--- src/rtl/mem_access_stage.sv ---
// Memory-access stage of the MIPS datapath, between the ALU and register
// writeback. Word loads and stores are serialised over a byte-wide
// synchronous data-memory port, little-endian. ALU results that touch no
// memory are passed straight through to writeback.
module mem_access_stage #(
  parameter int ADDR_W      = 32,
  parameter bit CHECK_ALIGN = 1'b1
) (
  input  logic              CLK,
  input  logic              RESET_N,
  input  logic              req_valid,
  output logic              req_ready,
  input  logic [ADDR_W-1:0] req_addr,
  input  logic [31:0]       req_wdata,
  input  logic              req_memread,
  input  logic              req_memwrite,
  input  logic              req_regwrite,
  input  logic [4:0]        req_wreg,
  output logic [ADDR_W-1:0] mem_addr,
  output logic              mem_re,
  output logic              mem_we,
  output logic [7:0]        mem_wdata,
  input  logic [7:0]        mem_rdata,
  output logic              wb_valid,
  output logic              wb_regwrite,
  output logic [4:0]        wb_wreg,
  output logic [31:0]       wb_data,
  output logic              err
);

  typedef enum logic [1:0] {IDLE, RD, WR, DONE} state_t;

  state_t            state_q, state_d;
  logic [2:0]        cnt_q, cnt_d;
  logic [ADDR_W-1:0] base_q, base_d;
  logic [31:0]       wdata_q, wdata_d;
  logic              regwrite_q, regwrite_d;
  logic [4:0]        wreg_q, wreg_d;
  logic [23:0]       ld_buf_q, ld_buf_d;      // bytes 0..2 of a load; byte 3 goes straight to wb_data
  logic [31:0]       wb_data_q, wb_data_d;
  logic [4:0]        wb_wreg_q, wb_wreg_d;
  logic              wb_regwrite_q, wb_regwrite_d;
  logic              err_q, err_d;

  logic accept;
  logic illegal;
  logic misaligned;

  assign req_ready  = (state_q == IDLE) || (state_q == DONE);
  assign accept     = req_valid && req_ready;
  assign illegal    = req_memread && req_memwrite;
  assign misaligned = CHECK_ALIGN && (req_addr[1:0] != 2'b00) && (req_memread || req_memwrite);

  // Next-state logic: request capture, byte sequencing and writeback update.
  always_comb begin
    state_d       = state_q;
    cnt_d         = cnt_q;
    base_d        = base_q;
    wdata_d       = wdata_q;
    regwrite_d    = regwrite_q;
    wreg_d        = wreg_q;
    ld_buf_d      = ld_buf_q;
    wb_data_d     = wb_data_q;
    wb_wreg_d     = wb_wreg_q;
    wb_regwrite_d = wb_regwrite_q;
    err_d         = err_q;
    unique case (state_q)
      RD: begin
        // Read data lags the strobe by one cycle, so byte n lands at cnt n+1.
        case (cnt_q)
          3'd1:    ld_buf_d[7:0]   = mem_rdata;
          3'd2:    ld_buf_d[15:8]  = mem_rdata;
          3'd3:    ld_buf_d[23:16] = mem_rdata;
          default: ;
        endcase
        if (cnt_q == 3'd4) begin
          state_d       = DONE;
          wb_data_d     = {mem_rdata, ld_buf_q};
          wb_wreg_d     = wreg_q;
          wb_regwrite_d = regwrite_q;
          err_d         = 1'b0;
        end else begin
          cnt_d = cnt_q + 3'd1;
        end
      end
      WR: begin
        if (cnt_q == 3'd3) begin
          state_d       = DONE;
          wb_wreg_d     = wreg_q;
          wb_regwrite_d = 1'b0;
          err_d         = 1'b0;
        end else begin
          cnt_d = cnt_q + 3'd1;
        end
      end
      default: begin
        // IDLE and DONE both accept; DONE falls back to IDLE when nothing arrives.
        if (accept) begin
          base_d     = req_addr;
          wdata_d    = req_wdata;
          regwrite_d = req_regwrite;
          wreg_d     = req_wreg;
          cnt_d      = 3'd0;
          if (illegal || misaligned) begin
            state_d       = DONE;
            wb_wreg_d     = req_wreg;
            wb_regwrite_d = 1'b0;
            err_d         = 1'b1;
          end else if (req_memread) begin
            state_d = RD;
          end else if (req_memwrite) begin
            state_d = WR;
          end else begin
            state_d       = DONE;
            wb_data_d     = 32'(req_addr);
            wb_wreg_d     = req_wreg;
            wb_regwrite_d = req_regwrite;
            err_d         = 1'b0;
          end
        end else begin
          state_d = IDLE;
        end
      end
    endcase
  end

  // State register; reset clears everything and drops the strobes at once.
  always_ff @(posedge CLK or negedge RESET_N) begin
    if (!RESET_N) begin
      state_q       <= IDLE;
      cnt_q         <= 3'd0;
      base_q        <= '0;
      wdata_q       <= 32'd0;
      regwrite_q    <= 1'b0;
      wreg_q        <= 5'd0;
      ld_buf_q      <= 24'd0;
      wb_data_q     <= 32'd0;
      wb_wreg_q     <= 5'd0;
      wb_regwrite_q <= 1'b0;
      err_q         <= 1'b0;
    end else begin
      state_q       <= state_d;
      cnt_q         <= cnt_d;
      base_q        <= base_d;
      wdata_q       <= wdata_d;
      regwrite_q    <= regwrite_d;
      wreg_q        <= wreg_d;
      ld_buf_q      <= ld_buf_d;
      wb_data_q     <= wb_data_d;
      wb_wreg_q     <= wb_wreg_d;
      wb_regwrite_q <= wb_regwrite_d;
      err_q         <= err_d;
    end
  end

  assign mem_re = (state_q == RD) && !cnt_q[2];
  assign mem_we = (state_q == WR);

  // Memory port drive: address and store byte are zero whenever no strobe is up.
  always_comb begin
    mem_addr  = '0;
    mem_wdata = 8'd0;
    if (mem_re || mem_we) begin
      mem_addr = base_q + ADDR_W'(cnt_q);
    end
    if (mem_we) begin
      case (cnt_q[1:0])
        2'd0:    mem_wdata = wdata_q[7:0];
        2'd1:    mem_wdata = wdata_q[15:8];
        2'd2:    mem_wdata = wdata_q[23:16];
        default: mem_wdata = wdata_q[31:24];
      endcase
    end
  end

  assign wb_valid    = (state_q == DONE);
  assign err         = (state_q == DONE) && err_q;
  assign wb_data     = wb_data_q;
  assign wb_wreg     = wb_wreg_q;
  assign wb_regwrite = wb_regwrite_q;

endmodule

--- config.mk ---
export PLATFORM = sky130hd
export DESIGN_NAME = mem_access_stage
export DESIGN_NICKNAME = d
export VERILOG_FILES = /design/src/rtl/mem_access_stage.sv
export SDC_FILE = /design/constraint.sdc
export NUM_CORES = 1
export LEC_CHECK = 0
export BUFFER_PORTS_ARGS = -buffer_cell sky130_fd_sc_hd__buf_4
export CORE_UTILIZATION = 50
export CTS_CLUSTER_SIZE = 25
export DETAILED_ROUTE_END_ITERATION = 10
export PLACE_DENSITY = 0.76
export SLEW_MARGIN = 20
export SYNTH_ARGS = -nofsm -noshare
export SYNTH_HDL_FRONTEND = slang
export SYNTH_SLANG_ARGS = --single-unit
--- constraint.sdc ---
create_clock -name CLK -period 2.9 [get_ports CLK]
set_clock_uncertainty 0.15 [all_clocks]
set_input_delay 0.58 -clock CLK [delete_from_list [all_inputs] [get_ports CLK]]
set_output_delay 0.58 -clock CLK [all_outputs]
set_load 0.05 [all_outputs]
==> metrics, run 1 <==
Port Buffer Count=165; proportion of layout cells with a drive suffix above 1=0.499; GRT overflow=0; cell area after layout=0.00967 mm^2; arrival time reported for the critical path endpoint=2.65 ns; die boundary width=118 um; y dimension of the die=118 um; worst stage delay on the critical path=0.42 ns; clk root buf=sky130_fd_sc_hd__clkbuf_16; most common flop cell mapped by yosys=sky130_fd_sc_hd__dfrtp_1; worst hold-check path type=in -> async; critical setup path kind=reg -> out; end of the worst register-to-register path=wb_regwrite; CTS tree=done; Hold Slack=-0.00427 ns; initial core utilization=0.511; Unique masters post-synth=45; number of antenna violations at the first check in global routing=0; Boundary Pins=166; final number of max-transition violations=0; final estimated routing congestion in global placement=0.849; global-route wire length before repair=29.8 mm; sequential element share of the synthesized area=0.513; post-route ant nets=0; critical register-to-register path startpoint=cnt_q[0]; number of global-route vias before repair=5694; Sink Count=138; asr flop ratio synth=1.00; DRC violation count after routing=0; TritonCTS buffer count=17; Lkg Pwr=4.32 nW; worst IR drop on VDD=922 uV; number of core rows=42; insertion delay of the later-clocked pin in the worst-skew pair=0.42 ns; wire length reported by the detailed router=19.5 mm; placeable core area=0.0132 mm^2; sequential cell area=0.00345 mm^2; area overhead of the layout relative to synthesis=43.5%; routed vias/inst=5.72; number of inserted diodes=0; detail-routed net length per standard cell=19.9 um; upper clock frequency limit=296 MHz; starting DRC count in detailed routing=476; P per Cell Area=1350 mW/mm^2; largest net degree at the start of global routing=65; failing checks=hold timing, setup timing; number of fill cells=858; number of non-filler instances in the completed layout=978; area of combinational cells with multiple inputs=0.00359 mm^2; result of the run=finished, violations left; die outline area=0.0139 mm^2; CTS H-tree depth=4; total number of yosys warnings=0; combined global-route utilization of all metal layers=0.282; cells traversed along the worst timing path=ha_4 -> o211ai_1 -> nor3b_2 -> buf_4 -> nor4b_4 -> xnor2_1 -> nor2_1 -> buf_6; post-synth design cell area=0.00674 mm^2; max-cap violation count=0; CP max-delay cell=sky130_fd_sc_hd__dfrtp_1; number of synthesized flops with an enable pin=0; relative slew slack=0.554; Pre-antenna DRT Iters=5; post-place instance area=0.00837 mm^2; # nets final=885; maximum buffer depth of the clock tree=2; RSZ-0062 raised after global routing=true; clk slew on worst S/H paths=0.06 ns; required time reported for the critical path endpoint=2.17 ns; hold violation total from the final report=5; gate count after technology mapping=596; worst r2r path cells=11; FF+latch count, synth=138; kind of start point of the critical path=register; Worst-Margin Slew=0.669 ns; number of vias in the routed layout=5594; Setup violations, final=35; net count of the mapped netlist=692; register-to-register path setup slack=0.23 ns; # placed instances=928; DP HPWL=12.4 mm; maximum net fanout on the critical path=4; element type at the critical path end=output pin; hold buffer count at CTS=0; slack of the critical path=-0.479 ns; mean cell area of the mapped netlist=11.3 um^2; Tmin final=3.38 ns; ratio of final minimum period to clock period=1.17
## cell usage in the layout, fill, tap and decap left out, drive strengths merged, types with 3 or more instances in the layout
cell type	instances
nor4b	3
buf	204
nand4	4
nand2b	3
nand2	27
dfrtp	138
nand3	7
clkinv	4
nand3b	3
or3	5
nor4	5
or2	3
a21oi	46
ha	12
nor3	10
mux2	94
clkbuf	20
a222oi	8
inv	11
xnor2	17
and4	3
nor2	71
bufinv	4
nor2b	5
o21ai	16
xor2	9
and2	11
clkinvlp	4
mux2i	37
o211ai	3
## stage by stage
stage | util | worst slack (ns) | power (mW) | hold WS (ns) | TNS (ns)
floorplan | - | -0.190 | 8.15 | 0.134 | -3.48
global placement | 0.634 | -0.0931 | 9.91 | 0.337 | -0.110
detailed placement | 0.634 | -0.139 | 10.1 | 0.344 | -0.285
CTS | 0.718 | -0.326 | 12.8 | 0.0169 | -6.21
global route | 0.733 | -0.509 | 13.7 | 0.0319 | -11.71
finish | 0.733 | -0.479 | 13.1 | -0.00427 | -8.67
## area by class of cell
class,instances,area share
well taps,176,0.0228
clock inverters,12,0.0176
flip-flops and latches,138,0.357
clock buffers,20,0.0483
multi-input cells,417,0.372
inverters,11,0.00427
repair buffers,204,0.178
## where the power goes
group          internal [mW]  switching (mW)  leakage (nW)
registers               2.92           0.714          1.60
clock network           1.50           0.818         0.304
logic                   2.79            4.35          2.41
## worst max-delay path: cells and delay by family (launching register included)
family                     cells  cell delay (ns)
DFF                            1             0.42
adders and majority gates      1             0.29
AOI/OAI and AO/OA              1             0.15
buffers and inverters          2             0.39
xor gates and xnor gates       1             0.11
and+or+nand+nor                3             0.86
## synth_stat cells, types with 3 or more instances
cell type / number / area, um^2
sky130_fd_sc_hd__dfrtp_1: 138 / 3450
sky130_fd_sc_hd__mux2_2: 94 / 1060
sky130_fd_sc_hd__nor2_1: 71 / 267
sky130_fd_sc_hd__a21oi_1: 45 / 225
sky130_fd_sc_hd__mux2i_1: 37 / 370
sky130_fd_sc_hd__nand2_1: 27 / 101
sky130_fd_sc_hd__clkbuf_1: 21 / 78.8
sky130_fd_sc_hd__xnor2_1: 17 / 149
sky130_fd_sc_hd__o21ai_0: 16 / 80.1
sky130_fd_sc_hd__ha_1: 12 / 150
sky130_fd_sc_hd__and2_1: 11 / 68.8
sky130_fd_sc_hd__inv_1: 11 / 41.3
sky130_fd_sc_hd__nor3_1: 10 / 50.1
sky130_fd_sc_hd__xor2_1: 9 / 78.8
sky130_fd_sc_hd__a222oi_1: 8 / 80.1
sky130_fd_sc_hd__buf_2: 7 / 35.0
sky130_fd_sc_hd__nand3_1: 6 / 30.0
sky130_fd_sc_hd__nor2b_1: 5 / 31.3
sky130_fd_sc_hd__nor4_1: 5 / 31.3
sky130_fd_sc_hd__nand4_1: 4 / 25.0
sky130_fd_sc_hd__or3_1: 4 / 25.0
sky130_fd_sc_hd__and4_1: 3 / 26.3
sky130_fd_sc_hd__nand2b_1: 3 / 18.8
sky130_fd_sc_hd__nand3b_1: 3 / 22.5
sky130_fd_sc_hd__nor4b_1: 3 / 26.3
sky130_fd_sc_hd__o211ai_1: 3 / 22.5
## cell families after synthesis
family | Yosys count | share of synthesized area
AO/OA/AOI/OAI | 82 | 0.0719
XOR/XNOR | 26 | 0.0338
adder cells (fa/ha/maj) | 14 | 0.0267
buffers and inverters | 42 | 0.0253
flip-flops | 138 | 0.513
multiplexers | 131 | 0.212
AND/OR/NAND/NOR | 163 | 0.118
## flip-flops by register name (all words and copies together), names as in the netlist
| name | cells |
|---|---|
| cnt_q | 3 |
| wdata_q | 32 |
| wb_data | 32 |
| regwrite_q | 1 |
| base_q | 32 |
| err_q | 1 |
| ld_buf_q | 24 |
| wb_regwrite | 1 |
| wb_wreg | 5 |
| state_q | 2 |
| wreg_q | 5 |
## routing by layer
metal	track usage	part of all wire	vias to the layer above
met2	0.463	0.50	280
li1	-	-	2490
met1	0.343	0.39	2777
met4	0.120	0.031	0
met5	0	0	-
met3	0.0858	0.077	47
## worst max-delay path by stage
stage	startpoint	endpoint
floorplan	state_q[0]	mem_addr[3]
global placement	base_q[0]	mem_addr[10]
detailed placement	base_q[0]	mem_addr[10]
CTS	base_q[0]	mem_addr[10]
global route	cnt_q[1]	mem_addr[10]
finish	base_q[2]	mem_addr[23]
## timing repair
action | CTS | global route
pin swaps | 38 | 30
gates resized for setup | 74 | 39
setup endpoints to repair | 36 | 38
buffers inserted | 14 | 3
gates cloned | 1 | 0
Note: power is estimated with default switching activity, not from simulation.
==> inputs of run 2 (changes only) <==
--- a/config.mk
+++ b/config.mk
@@ -5,11 +5,12 @@
 export SDC_FILE = /design/constraint.sdc
 export NUM_CORES = 1
 export LEC_CHECK = 0
+export ABC_AREA = 1
 export BUFFER_PORTS_ARGS = -buffer_cell sky130_fd_sc_hd__buf_4
 export CORE_UTILIZATION = 50
 export CTS_CLUSTER_SIZE = 25
 export DETAILED_ROUTE_END_ITERATION = 10
-export PLACE_DENSITY = 0.76
+export PLACE_DENSITY = 0.75
 export SLEW_MARGIN = 20
 export SYNTH_ARGS = -nofsm -noshare
 export SYNTH_HDL_FRONTEND = slang
==> run 2 against run 1 <==
  * The flow finishes with violations (setup timing)
  * Clock power decreased by 8%
  * Register-to-register slack improved by 0.31 ns
  * First-iteration DRC count grew 34%
  * Sequential cell count is the same
  * Wire length up 4.0%
  * Critical path type unchanged
  * Total power fell by 1.6%
  * Synthesized area increased by 9.6%
  * Final cell count up 33%
  * Sequential power is essentially flat
  * Global-route usage down 1.1 points
  * Combinational power is essentially flat
==> metrics, run 2 <==
result of the run=finished, violations left; failing checks=setup timing; switching part of the total power=0.485; number of core rows=44; Boundary Pins=166; Setup violations, final=20; upper clock frequency limit=325 MHz; CTS tree=done; fraction of the mapped netlist area in simple logic gates=0.207; switching component of the power=6.24 mW; element type at the critical path end=output pin; Port Buffer Count=165; max-cap violation count=0; DP HPWL=14.2 mm; post-synth design cell area=0.00738 mm^2; die outline area=0.0153 mm^2; most common flop cell mapped by yosys=sky130_fd_sc_hd__dfrtp_1; hold violation total from the final report=0; worst stage delay on the critical path=0.40 ns; worst hold path depth=2; area overhead of the layout relative to synthesis=34.6%; FF+latch count, synth=138; Sink Count=138; most instantiated library cell after synthesis=sky130_fd_sc_hd__nand2_1; Tmin final=3.07 ns; P per Cell Area=1300 mW/mm^2; Cell Int Power=6.63 mW; commonest non-fill, non-tap cell in the layout=sky130_fd_sc_hd__nand2_1; die boundary width=124 um; detail-routed net length per standard cell=15.6 um; relative contribution of the clock network to total power=0.165; most frequent cells after synthesis=261 x sky130_fd_sc_hd__nand2_1, 138 x sky130_fd_sc_hd__dfrtp_1, 122 x sky130_fd_sc_hd__inv_1; number of global-route vias before repair=6267; proportion of layout cells with a drive suffix above 1=0.338; end of the worst register-to-register path=wb_wreg[2]; y dimension of the die=124 um; number of antenna violations at the first check in global routing=0; RSZ-0062 raised after global routing=true; number of inserted diodes=0; wire length reported by the detailed router=20.3 mm; total number of yosys warnings=0; # placed instances=1242; Seq pwr share=0.282; number of vias in the routed layout=6740; ratio of final minimum period to clock period=1.06; placeable core area=0.0145 mm^2; register-to-register path setup slack=0.54 ns; largest net degree at the start of global routing=73; post-route ant nets=0; compound-cell area share of the yosys netlist=0.153; cell area after layout=0.00994 mm^2; number of synthesized flops with an enable pin=0; worst hold-check path type=in -> reg; slack of the critical path=-0.174 ns; # nets final=1197; routed vias/inst=5.19; cell accounting for the most synthesized area=sky130_fd_sc_hd__dfrtp_1; CTS H-tree depth=4; critical setup path kind=reg -> out; TritonCTS buffer count=17; sequential element share of the synthesized area=0.468; number of cells on the critical path=13; Hold Slack=0.242 ns; xor/xnor share of the synthesized area=0.00475; Power, Total=12.9 mW; critical register-to-register path startpoint=cnt_q[0]; Worst-Margin Slew=0.581 ns; family with the most delay on the worst path=simple AND/OR/NAND/NOR gates; HP Start=req_wdata[23]; kind of start point of the critical path=register; Unique masters post-synth=30; most frequent cells in the layout=252 x sky130_fd_sc_hd__nand2_1, 162 x sky130_fd_sc_hd__buf_4, 137 x sky130_fd_sc_hd__dfrtp_1; post-place instance area=0.00882 mm^2; net count of the mapped netlist=1018; GRT overflow=0; global-route wire length before repair=31.0 mm; combinational power share=0.553; cells traversed along the worst timing path=ha_4 -> inv_2 -> fa_2 -> inv_2 -> nand3_2 -> nand2_4 -> nand2_4 -> nor2_4 -> buf_4 -> nand3_1 -> nand2_1 -> nor2_2 -> buf_6; combined global-route utilization of all metal layers=0.271; required time reported for the critical path endpoint=2.17 ns; gate count after technology mapping=922; maximum buffer depth of the clock tree=2; DRC violation count after routing=0; arrival time reported for the critical path endpoint=2.34 ns; mean cell area of the mapped netlist=8.01 um^2; final estimated routing congestion in global placement=0.929; number of fill cells=1178; relative slew slack=0.613; initial core utilization=0.510; CP max-delay cell=sky130_fd_sc_hd__dfrtp_1; multiplexer fraction of the synthesized cell area=0.0503; post-synthesis adder-cell area fraction=0.0231; final number of max-transition violations=0; maximum net fanout on the critical path=5; cell types with the largest area share after synthesis=sky130_fd_sc_hd__dfrtp_1 47%, sky130_fd_sc_hd__nand2_1 13%, sky130_fd_sc_hd__o21ai_0 7.8%; clk root buf=sky130_fd_sc_hd__clkbuf_16; share of the core filled with cells=0.686; asr flop ratio synth=1.00; main combinational cell family by area after synthesis=simple AND/OR/NAND/NOR gates; starting DRC count in detailed routing=639; Lkg Pwr=4.78 nW; buffers plus inverters on the worst setup path=4; clk slew on worst S/H paths=0.06 ns; insertion delay of the later-clocked pin in the worst-skew pair=0.42 ns; worst r2r path cells=11; number of non-filler instances in the completed layout=1298; worst IR drop on VDD=697 uV; area share of the largest cell type after synthesis=0.468; Worst Hold Path EP=wdata_q[23]; Pre-antenna DRT Iters=5
==> run 2: worst register-to-register path, cell delays in order, from the launching register on <==
cell                      delay, ns
sky130_fd_sc_hd__dfrtp_1       0.41
sky130_fd_sc_hd__buf_4         0.14
sky130_fd_sc_hd__buf_4         0.15
sky130_fd_sc_hd__inv_1         0.18
sky130_fd_sc_hd__ha_4          0.27
sky130_fd_sc_hd__inv_1         0.09
sky130_fd_sc_hd__o21ai_2       0.12
sky130_fd_sc_hd__o21ai_1       0.11
sky130_fd_sc_hd__inv_2         0.10
sky130_fd_sc_hd__nand3_2       0.28
sky130_fd_sc_hd__nand2_1       0.18
sky130_fd_sc_hd__o21ai_2       0.07
==> run 2: metal layers <==
metal / GRT usage / vias up / routed length, um
met5: 0 / - / 0
met4: 0.110 / 0 / 467
met3: 0.0535 / 37 / 1250
met2: 0.413 / 237 / 9480
met1: 0.377 / 3187 / 9090
li1: - / 3279 / -
==> run 2: final cells by class <==
type	instances	area, um^2	area share
Timing Repair Buffer	198	1650	0.166
Clock inverter	14	146	0.0147
Tap cell	184	230	0.0232
Inverter	124	472	0.0475
Multi-Input combinational cell	621	3540	0.356
Timing Repair inverter	1	7.51	0.000755
Clock buffer	18	439	0.0442
Sequential cell	138	3450	0.348
==> run 2: worst max-delay path by stage <==
stage,endpoint,slack [ns],start
6_report,mem_addr[26],-0.17,base_q[0]
3_3_place_gp,mem_addr[16],0.14,cnt_q[0]
5_1_grt,mem_addr[26],-0.31,base_q[0]
2_1_floorplan,mem_addr[4],-0.13,state_q[1]
3_5_place_dp,mem_addr[16],0.11,cnt_q[0]
4_1_cts,mem_addr[26],-0.16,cnt_q[0]
==> run 2: through the flow <==
stage	setup WS (ns)	setup TNS [ns]
after global placement	0.140	0
after detailed placement	0.105	0
after floorplan	-0.134	-1.40
after global routing	-0.314	-3.80
after CTS	-0.161	-1.59
final	-0.174	-1.71
==> run 2: logic make-up after synthesis <==
kind of cell,after synthesis
AND/OR/NAND/NOR,379
buffers and inverters,163
AO/OA/AOI/OAI,192
XOR/XNOR,4
multiplexers,33
flip-flops,138
adder cells (fa/ha/maj),13
==> run 2: what timing repair did <==
| item | 4_1_cts | 5_1_grt |
|---|---|---|
| hold buffers | 1 | 0 |
| resized for setup | 51 | 40 |
| setup buffers | 4 | 18 |
| endpoints found under the hold margin | 42 | 0 |
| gates cloned | 1 | 0 |
| pin swaps | 12 | 20 |
| setup endpoints to repair | 30 | 40 |
==> run 2: power by group through the flow <==
stage	clock network, mW	logic (mW)	registers [mW]
2_1_floorplan	0	4.09	4.28
3_3_place_gp	0	6.48	3.57
3_5_place_dp	0	6.57	3.61
4_1_cts	2.15	6.81	3.59
5_1_grt	2.24	7.69	3.73
6_report	2.13	7.12	3.63
